### src/rtl/uart_tx_arbiter.sv
// Round-robin arbiter sharing one UART transmitter between p_NUM_REQ byte requesters.
// It latches one byte per grant, starts the frame, then waits for completion or the watchdog.
//
// state   | meaning
// --------+-----------------------------------------------------------
// S_IDLE  | no frame in flight; arbitrate among i_Req every cycle
// S_START | one-cycle start pulse to the serialiser, ack to the grantee
// S_WAIT  | frame on the line; watchdog running until i_Tx_Done
// S_GAP   | p_GAP_CLKS idle clocks before arbitration resumes
module uart_tx_arbiter #(
    parameter int p_NUM_REQ      = 4,
    parameter int p_CLKs_PB      = 217,
    parameter int p_TIMEOUT_CLKS = 12 * p_CLKs_PB,
    parameter int p_GAP_CLKS     = 2
) (
    input  logic                         i_Clk,
    input  logic                         i_Rst_n,
    input  logic [p_NUM_REQ-1:0]         i_Req,
    input  logic [8*p_NUM_REQ-1:0]       i_Req_Bytes,
    output logic [p_NUM_REQ-1:0]         o_Ack,
    output logic [p_NUM_REQ-1:0]         o_Done,
    output logic                         o_Timeout,
    output logic [7:0]                   o_Tx_Byte,
    output logic                         o_Tx_Start,
    input  logic                         i_Tx_Done,
    output logic                         o_Busy,
    output logic [$clog2(p_NUM_REQ)-1:0] o_Grant_Id
);

    localparam int LP_ID_W  = $clog2(p_NUM_REQ);
    localparam int LP_WD_W  = $clog2(p_TIMEOUT_CLKS + 1);
    localparam int LP_GAP_W = (p_GAP_CLKS > 0) ? $clog2(p_GAP_CLKS + 1) : 1;

    localparam logic [LP_ID_W:0]    LP_N        = (LP_ID_W + 1)'(p_NUM_REQ);
    localparam logic [LP_ID_W-1:0]  LP_PTR_RST  = LP_ID_W'(p_NUM_REQ - 1);
    localparam logic [LP_WD_W-1:0]  LP_WD_LAST  = LP_WD_W'(p_TIMEOUT_CLKS - 1);
    localparam logic [LP_GAP_W-1:0] LP_GAP_LAST = LP_GAP_W'((p_GAP_CLKS > 0) ? p_GAP_CLKS - 1 : 0);

    // Elaboration-time guard on the parameter ranges this block is built for.
    if (p_NUM_REQ < 2 || p_NUM_REQ > 8 || p_CLKs_PB < 1 || p_TIMEOUT_CLKS < 1 || p_GAP_CLKS < 0) begin : g_bad_params
        $error("uart_tx_arbiter: parameter out of range");
    end

    typedef enum logic [1:0] {
        S_IDLE,
        S_START,
        S_WAIT,
        S_GAP
    } state_t;

    state_t                r_state;
    state_t                w_next;
    logic [1:0]            r_rst_sync;
    logic                  w_rst_n;
    logic [LP_ID_W-1:0]    r_ptr;
    logic [LP_ID_W-1:0]    r_grant;
    logic [7:0]            r_tx_byte;
    logic [LP_WD_W-1:0]    r_wdog;
    logic [LP_GAP_W-1:0]   r_gap;
    logic [p_NUM_REQ-1:0]  r_done;
    logic                  r_timeout;
    logic                  w_found;
    logic [LP_ID_W-1:0]    w_win;
    logic [LP_ID_W:0]      w_sum;
    logic                  w_frame_end;
    logic [p_NUM_REQ-1:0]  w_ack;
    logic [7:0]            w_req_byte [p_NUM_REQ];

    // Reset asserts asynchronously but is released on a clock edge.
    always_ff @(posedge i_Clk or negedge i_Rst_n) begin
        if (!i_Rst_n) begin
            r_rst_sync <= 2'b00;
        end else begin
            r_rst_sync <= {r_rst_sync[0], 1'b1};
        end
    end

    assign w_rst_n = r_rst_sync[1];

    for (genvar g = 0; g < p_NUM_REQ; g++) begin : g_bytes
        assign w_req_byte[g] = i_Req_Bytes[8*g +: 8];
    end

    // Search upward from the slot after the last grantee, wrapping at p_NUM_REQ.
    always_comb begin
        w_found = 1'b0;
        w_win   = r_ptr;
        w_sum   = '0;
        for (int k = 1; k <= p_NUM_REQ; k++) begin
            w_sum = {1'b0, r_ptr} + (LP_ID_W + 1)'(k);
            if (w_sum >= LP_N) begin
                w_sum = w_sum - LP_N;
            end
            if (!w_found && i_Req[w_sum[LP_ID_W-1:0]]) begin
                w_found = 1'b1;
                w_win   = w_sum[LP_ID_W-1:0];
            end
        end
    end

    assign w_frame_end = (r_state == S_WAIT) && (i_Tx_Done || (r_wdog == LP_WD_LAST));

    always_comb begin
        w_next = r_state;
        case (r_state)
            S_IDLE: begin
                if (w_found) begin
                    w_next = S_START;
                end
            end
            S_START: begin
                w_next = S_WAIT;
            end
            S_WAIT: begin
                if (w_frame_end) begin
                    w_next = (p_GAP_CLKS > 0) ? S_GAP : S_IDLE;
                end
            end
            S_GAP: begin
                if (r_gap == LP_GAP_LAST) begin
                    w_next = S_IDLE;
                end
            end
            default: begin
                w_next = S_IDLE;
            end
        endcase
    end

    always_comb begin
        w_ack = '0;
        if (r_state == S_START) begin
            w_ack[r_grant] = 1'b1;
        end
    end

    always_ff @(posedge i_Clk or negedge w_rst_n) begin
        if (!w_rst_n) begin
            r_state   <= S_IDLE;
            r_ptr     <= LP_PTR_RST;
            r_grant   <= '0;
            r_tx_byte <= 8'h00;
            r_wdog    <= '0;
            r_gap     <= '0;
            r_done    <= '0;
            r_timeout <= 1'b0;
        end else begin
            r_state   <= w_next;
            r_done    <= '0;
            r_timeout <= 1'b0;

            if (r_state == S_IDLE && w_found) begin
                r_ptr     <= w_win;
                r_grant   <= w_win;
                r_tx_byte <= w_req_byte[w_win];
            end

            if (r_state == S_START) begin
                r_wdog <= '0;
            end else if (r_state == S_WAIT) begin
                r_wdog <= r_wdog + LP_WD_W'(1);
            end

            // A completion strobe on the expiry cycle counts as a good frame.
            if (w_frame_end) begin
                if (i_Tx_Done) begin
                    r_done[r_grant] <= 1'b1;
                end else begin
                    r_timeout <= 1'b1;
                end
            end

            if (r_state == S_GAP) begin
                r_gap <= r_gap + LP_GAP_W'(1);
            end else begin
                r_gap <= '0;
            end
        end
    end

    assign o_Ack      = w_ack;
    assign o_Done     = r_done;
    assign o_Timeout  = r_timeout;
    assign o_Tx_Byte  = r_tx_byte;
    assign o_Tx_Start = (r_state == S_START);
    assign o_Busy     = (r_state != S_IDLE);
    assign o_Grant_Id = r_grant;

endmodule
### config.mk
export PLATFORM = sky130hd
export DESIGN_NAME = uart_tx_arbiter
export DESIGN_NICKNAME = d
export VERILOG_FILES = /design/src/rtl/uart_tx_arbiter.sv
export SDC_FILE = /design/constraint.sdc
export NUM_CORES = 1
export LEC_CHECK = 0
export CAP_MARGIN = 20
export CORE_UTILIZATION = 50
export CTS_BUF_LIST = sky130_fd_sc_hd__clkbuf_8
export CTS_CLUSTER_SIZE = 25
export DETAILED_ROUTE_END_ITERATION = 8
export PLACE_DENSITY_LB_ADDON = 0.1
export SYNTH_ARGS = -nofsm -noshare
export SYNTH_HDL_FRONTEND = slang
export SYNTH_SLANG_ARGS = --single-unit
### constraint.sdc
create_clock -name i_Clk -period 2.7 [get_ports i_Clk]
set_input_delay 0.405 -clock i_Clk [delete_from_list [all_inputs] [get_ports i_Clk]]
set_output_delay 0.405 -clock i_Clk [all_outputs]
set_load 0.01 [all_outputs]
* Word level (Yosys, flattened, before mapping)
Index checks and enable logic that the tools add are counted.
W data, S select, Z words.
** Storage, ports and cells
- Bits in registers :: 35
- Output and inout bits :: 21
- Logic and storage cells :: 90
** Cells by class
- Add/subtract/negate cells :: 10
- $lt $le $gt $ge :: 11
- Eq/ne operators :: 8
- Multiplexer cells :: 37
- Bitwise logic cells :: 1
- Reduce and logical (&&, ||, !) cells :: 14
** Operators by type and width (number)
- $mux W12 :: 2
- $mux W2 :: 12
- $bmux W8 S2 :: 1
- $mux W8 :: 2
- $ge A3 B3 Y1 const B :: 5
- $lt A2 B3 Y1 const B :: 5
- $add A12 B1 Y12 const B :: 1
- $eq A12 B12 Y1 const B :: 1
- $mux W4 :: 3
- $mux W1 :: 11
- $bmux W1 S2 :: 4
- $pmux W2 S4 :: 1
- $sub A2 B1 Y2 const B :: 4
- $add A2 B2 Y3 const B :: 2
- $logic_and A1 B1 Y1 :: 6
- $ne A2 B2 Y1 const B :: 3
- $eq A2 B1 Y1 const B :: 2
- $eq A2 B2 Y1 const B :: 2
- $reduce_bool A2 Y1 :: 2
- $add A2 B1 Y3 const B :: 1
- $add A2 B3 Y3 const B :: 1
- $logic_not A1 Y1 :: 3
- $not A2 Y3 :: 1
- $reduce_and A3 Y1 :: 1
- 5 further kinds :: 5

* Logic depth before layout (Yosys ltp)
- Word-level depth :: 19
- Depth in mapped cells :: 7

* Worst setup path before layout
No wires, ideal clock.
- Path type :: register to register
- Start point :: reg r_ptr[0]
- End point :: reg r_tx_byte[7], in the netlist o_Tx_Byte[7]
- Setup time :: 140 ps
- Data arrival time :: 1753 ps
- Required time :: 2560 ps
- Setup slack :: 807 ps
- Cell stages (with the launch flop) :: 8
- Buffers on the path :: 2
- Clock period less this slack :: 1893 ps
- Path through :: dfstp_2 -> nor2b_1 -> a21o_1 -> a221oi_1 -> buf_2 -> buf_4 -> mux2i_1 -> o221ai_1
** On the way
- Cells in the longest elaborated chain, start to end :: 19
** RTL lines
- start, declared :: RTL line 55 : logic [LP_ID_W-1:0] r_ptr;
- start signal, assigned :: RTL line 153 : r_ptr <= w_win;
- $add A2 B1 Y3 :: RTL line 90 : w_sum = {1'b0, r_ptr} + (LP_ID_W + 1)'(k);
- $ge A3 B3 Y1 / $sub A2 B1 Y2 (equally long branches) :: RTL line 91, 92
- $mux W2 :: RTL line 91 : if (w_sum >= LP_N) begin
- $bmux W1 S2 :: RTL line 94 : if (!w_found && i_Req[w_sum[LP_ID_W-1:0]]) begin
- $mux W1 (implied by the code) :: RTL line 94
- $mux W1 :: RTL line 94
- $logic_not A1 Y1 :: RTL line 94
- $logic_and A1 B1 Y1 :: RTL line 94
- [2 not listed]
- $logic_and A1 B1 Y1 :: RTL line 94
- $mux W1 :: RTL line 94
- $logic_not A1 Y1 :: RTL line 94
- $logic_and A1 B1 Y1 :: RTL line 94
- $mux W2 :: RTL line 94
- $not A2 Y3 (implied by the code) :: RTL line 155 : r_tx_byte <= w_req_byte[w_win];
- $bmux W8 S2 :: RTL line 155
- $mux W8 (implied by the code) (2 in a row) :: RTL line 155
- end signal, assigned :: RTL line 155
- end, declared :: RTL line 57 : logic [7:0] r_tx_byte;
Parallel ways exist; a longest one is shown, timed or not. The select of a mux whose other input is x is not followed.
A chain may end at the register's enable or synchronous reset.

* Final worst setup path
- Start point :: reg r_state[1]
- End point :: out o_Ack[0]
** On the way
- Cells in the longest elaborated chain, start to end :: 2
** RTL lines
- start, declared :: RTL line 51 : state_t r_state;
- start signal, assigned :: RTL line 148 : r_state <= w_next;
- $eq A2 B1 Y1 :: RTL line 132 : if (r_state == S_START) begin
- $mux W4 :: RTL line 132
- end, declared :: RTL line 20 : output logic [p_NUM_REQ-1:0] o_Ack,
No other way between the ends.

==> out/results.txt <==
run status = completed
leakage power of the design = 1.14 nW
Crit Path Category = register to output pin
area delta synth->final = 40.8%
post-route clock period utilization = 86.6%
TritonCTS clock tree = yes
insertion delay of the later-clocked pin in the worst-skew pair = 0.29 ns
initial cell density of the core = 53.2%
overall via count from detail_route = 1,529
sw frac = 38.5%
vias in the first global route = 1,467
post-CTS setup buffers = 0
Die X = 62.1 um
commonest cells after routing, fill and taps aside = 59 x clkdlybuf4s50_1, 33 x dfrtp_1, 19 x nor2_1, 18 x nand2_1, 17 x mux2i_1
Total Nets Final = 286
Worst path max stage delay = 0.56 ns
Detailed Routing Iterations Pass 1 = 4
number of hold buffers added after CTS = 0
number of antenna violations at the first check in global routing = 0
share of final-layout standard cells stronger than drive strength 1 = 7.44%
IR drop worst, VDD = 0.648 mV
grt total ovfl = 0
Syn Inst Count = 177
number of different library cells in the post-synthesis netlist = 37
PwrDens = 921 nW/um^2
maximum clock skew at final layout = 0.00628 ns
overall die height = 62.1 um
Yosys warning total = 0
final weighted congestion in routability-driven placement = 0.779
post-synthesis register bit count = 35
share of power burned in registers = 35.1%
Mapped Avg Cell Area = 10.2 sq um
total global routing track utilization = 23.9%
number of flops mapped to enable cells by yosys = 0
clock tree buffer depth = 2
pin count of the biggest net entering global routing = 34
series of cell instances along the critical path = inv_1 > ha_1 > nor3b_1 > clkdlybuf4s50_1
sequential cell area = 878 sq um
Setup Viol. Count Final = 0
TritonCTS sink count = 35
internal portion of total power = 1.44 mW
number of input and output port buffers inserted = 59
wire length of the first global-routing pass = 6440 um
area taken by multi-input logic gates = 877 sq um
largest driver fanout on the critical path = 10
r2r setup slk = 0.67 ns
data arrival at the endpoint of the critical path = 1.93 ns
CTS buffer count = 5
post-detailed-route wirelength per cell = 14.7 um
Critical Path Start Type = register
class of the tightest hold or removal check = primary input to async pin
highest attainable clock frequency = 428 MHz
unrepaired setup endpoints after global routing = false
Top-Level Pins = 60
max capacitance violation total = 0
Post-DRT Antenna Nets = 0
final worst hold slack = 0.282 ns
Placement Rows = 21
die area = 3850 sq um
filler instances = 242
data required time at the worst endpoint = 2.30 ns
total wire length = 4240 um
Clock transition at path regs = 0.07 ns
most used flip-flop cell after synthesis = dfrtp_1
Total Power = 2.34 mW
Iter 0 DRT Violations = 53
Async SR Flop Fraction = 100%
Vias per Instance = 5.31
setup_tns = 0 ns
highest-delay cell along the critical path = clkdlybuf4s50_1
clock power share = 15.0%
DRC violations left = 0
dpl hpwl = 3150 um
number of antenna repair diodes = 0
most common cell after layout, fill and taps aside = clkdlybuf4s50_1
deepest level of the CTS H-tree = 2
core outline area = 3390 sq um
Crit. End Element = output pin
Seq/Total Area, Yosys = 48.7%
library cell used as clock root buffer = clkbuf_8
hold violation count in the final report = 0
combinational cell fraction of total power = 49.9%
final critical delay including setup and external delays = 2.34 ns
post-CTS resize count = 0
Mapped Area = 1800 sq um
number of nets produced by synthesis = 222
Slew Limit Fails = 0
power spent charging and discharging nets = 0.900 mW
## flip-flops by register name, indices dropped and copies added, names as in the netlist
signal      flops
o_Done          4
r_ptr           2
o_Tx_Byte       8
o_Grant_Id      2
r_state         2
r_rst_sync      2
r_gap           2
o_Timeout       1
r_wdog         12
## worst max-delay path, delay by kind of cell (launching register included)
family | cells | cell delay (ns)
buffers and inverters | 2 | 0.67
adder cells (fa/ha/maj) | 1 | 0.34
flip-flops | 1 | 0.41
AND/OR/NAND/NOR | 1 | 0.23
## worst paths after layout
| path | cells after the start | endpoint | startpoint |
|---|---|---|---|
| setup / recovery | 4 | o_Ack[0] | r_state[1] |
| hold / removal | 1 | r_rst_sync[1] | i_Rst_n |
| setup reg to reg | 4 | r_state[0] | r_wdog[7] |
| hold reg to reg | 1 | o_Tx_Byte[0] | r_rst_sync[1] |
| max in group asynchronous | 1 | r_ptr[0] | r_rst_sync[1] |
| min in group i_Clk | 0 | r_rst_sync[1] | r_rst_sync[0] |
## stage by stage
stage	instance area, sq um	util (%)	cells	setup slack [ns]
after floorplan	1800	-	177	0.807
after global placement	2460	72.6	280	0.468
after detailed placement	2460	72.6	280	0.374
after CTS	2540	75.0	288	0.348
after global routing	2540	75.0	288	0.260
final	2540	75.0	288	0.361
## power by group through the flow
stage          logic [mW]  registers (mW)  clock network [mW]
2_1_floorplan       0.685           0.847                   0
3_3_place_gp         1.11           0.815                   0
3_5_place_dp         1.16           0.832                   0
4_1_cts              1.17           0.822               0.359
5_1_grt              1.29           0.844               0.384
6_report             1.17           0.821               0.351
## kinds of logic after synthesis
kind of cell               Yosys count  share of synthesized area, %
AOI/OAI and AO/OA                   27                          10.7
DFF                                 35                          48.7
and+or+nand+nor                     71                          20.4
other                                1                         0.208
muxes                               17                          9.43
xor gates and xnor gates             7                          3.40
buffers and inverters               13                          3.05
adders and majority gates            6                          4.16
## cell type report
type / count / area share [%]
Clock buffer: 5 / 2.71
Multi-Input combinational cell: 129 / 34.5
Tap cell: 46 / 2.26
Sequential cell: 35 / 34.6
Timing Repair Buffer: 63 / 24.4
Inverter: 7 / 1.03
Clock inverter: 3 / 0.492
## layer usage
layer	global-route usage, %	wire length [um]
met5	0	0
met4	8.89	42
met3	6.42	226
met2	41.2	2150
met1	28.6	1820
## Yosys cell counts (2+ instances only)
cell type / n / share of area, %
nor2b_1: 5 / 1.7
dfstp_2: 2 / 2.9
inv_1: 7 / 1.5
nand2b_1: 5 / 1.7
xor2_1: 6 / 2.9
ha_1: 6 / 4.2
nor2_1: 19 / 4.0
nor3b_1: 3 / 1.2
buf_2: 2 / 0.55
and3_1: 2 / 0.69
o221ai_1: 8 / 3.9
dfrtp_1: 33 / 46
mux2i_1: 17 / 9.4
a21oi_1: 3 / 0.83
nand2_1: 18 / 3.7
nand3b_1: 2 / 0.83
nand4_1: 4 / 1.4
clkbuf_1: 3 / 0.62
nor3_1: 2 / 0.55
nand3_1: 4 / 1.1
o21ai_0: 10 / 2.8
(Power assumes the default switching activity.)
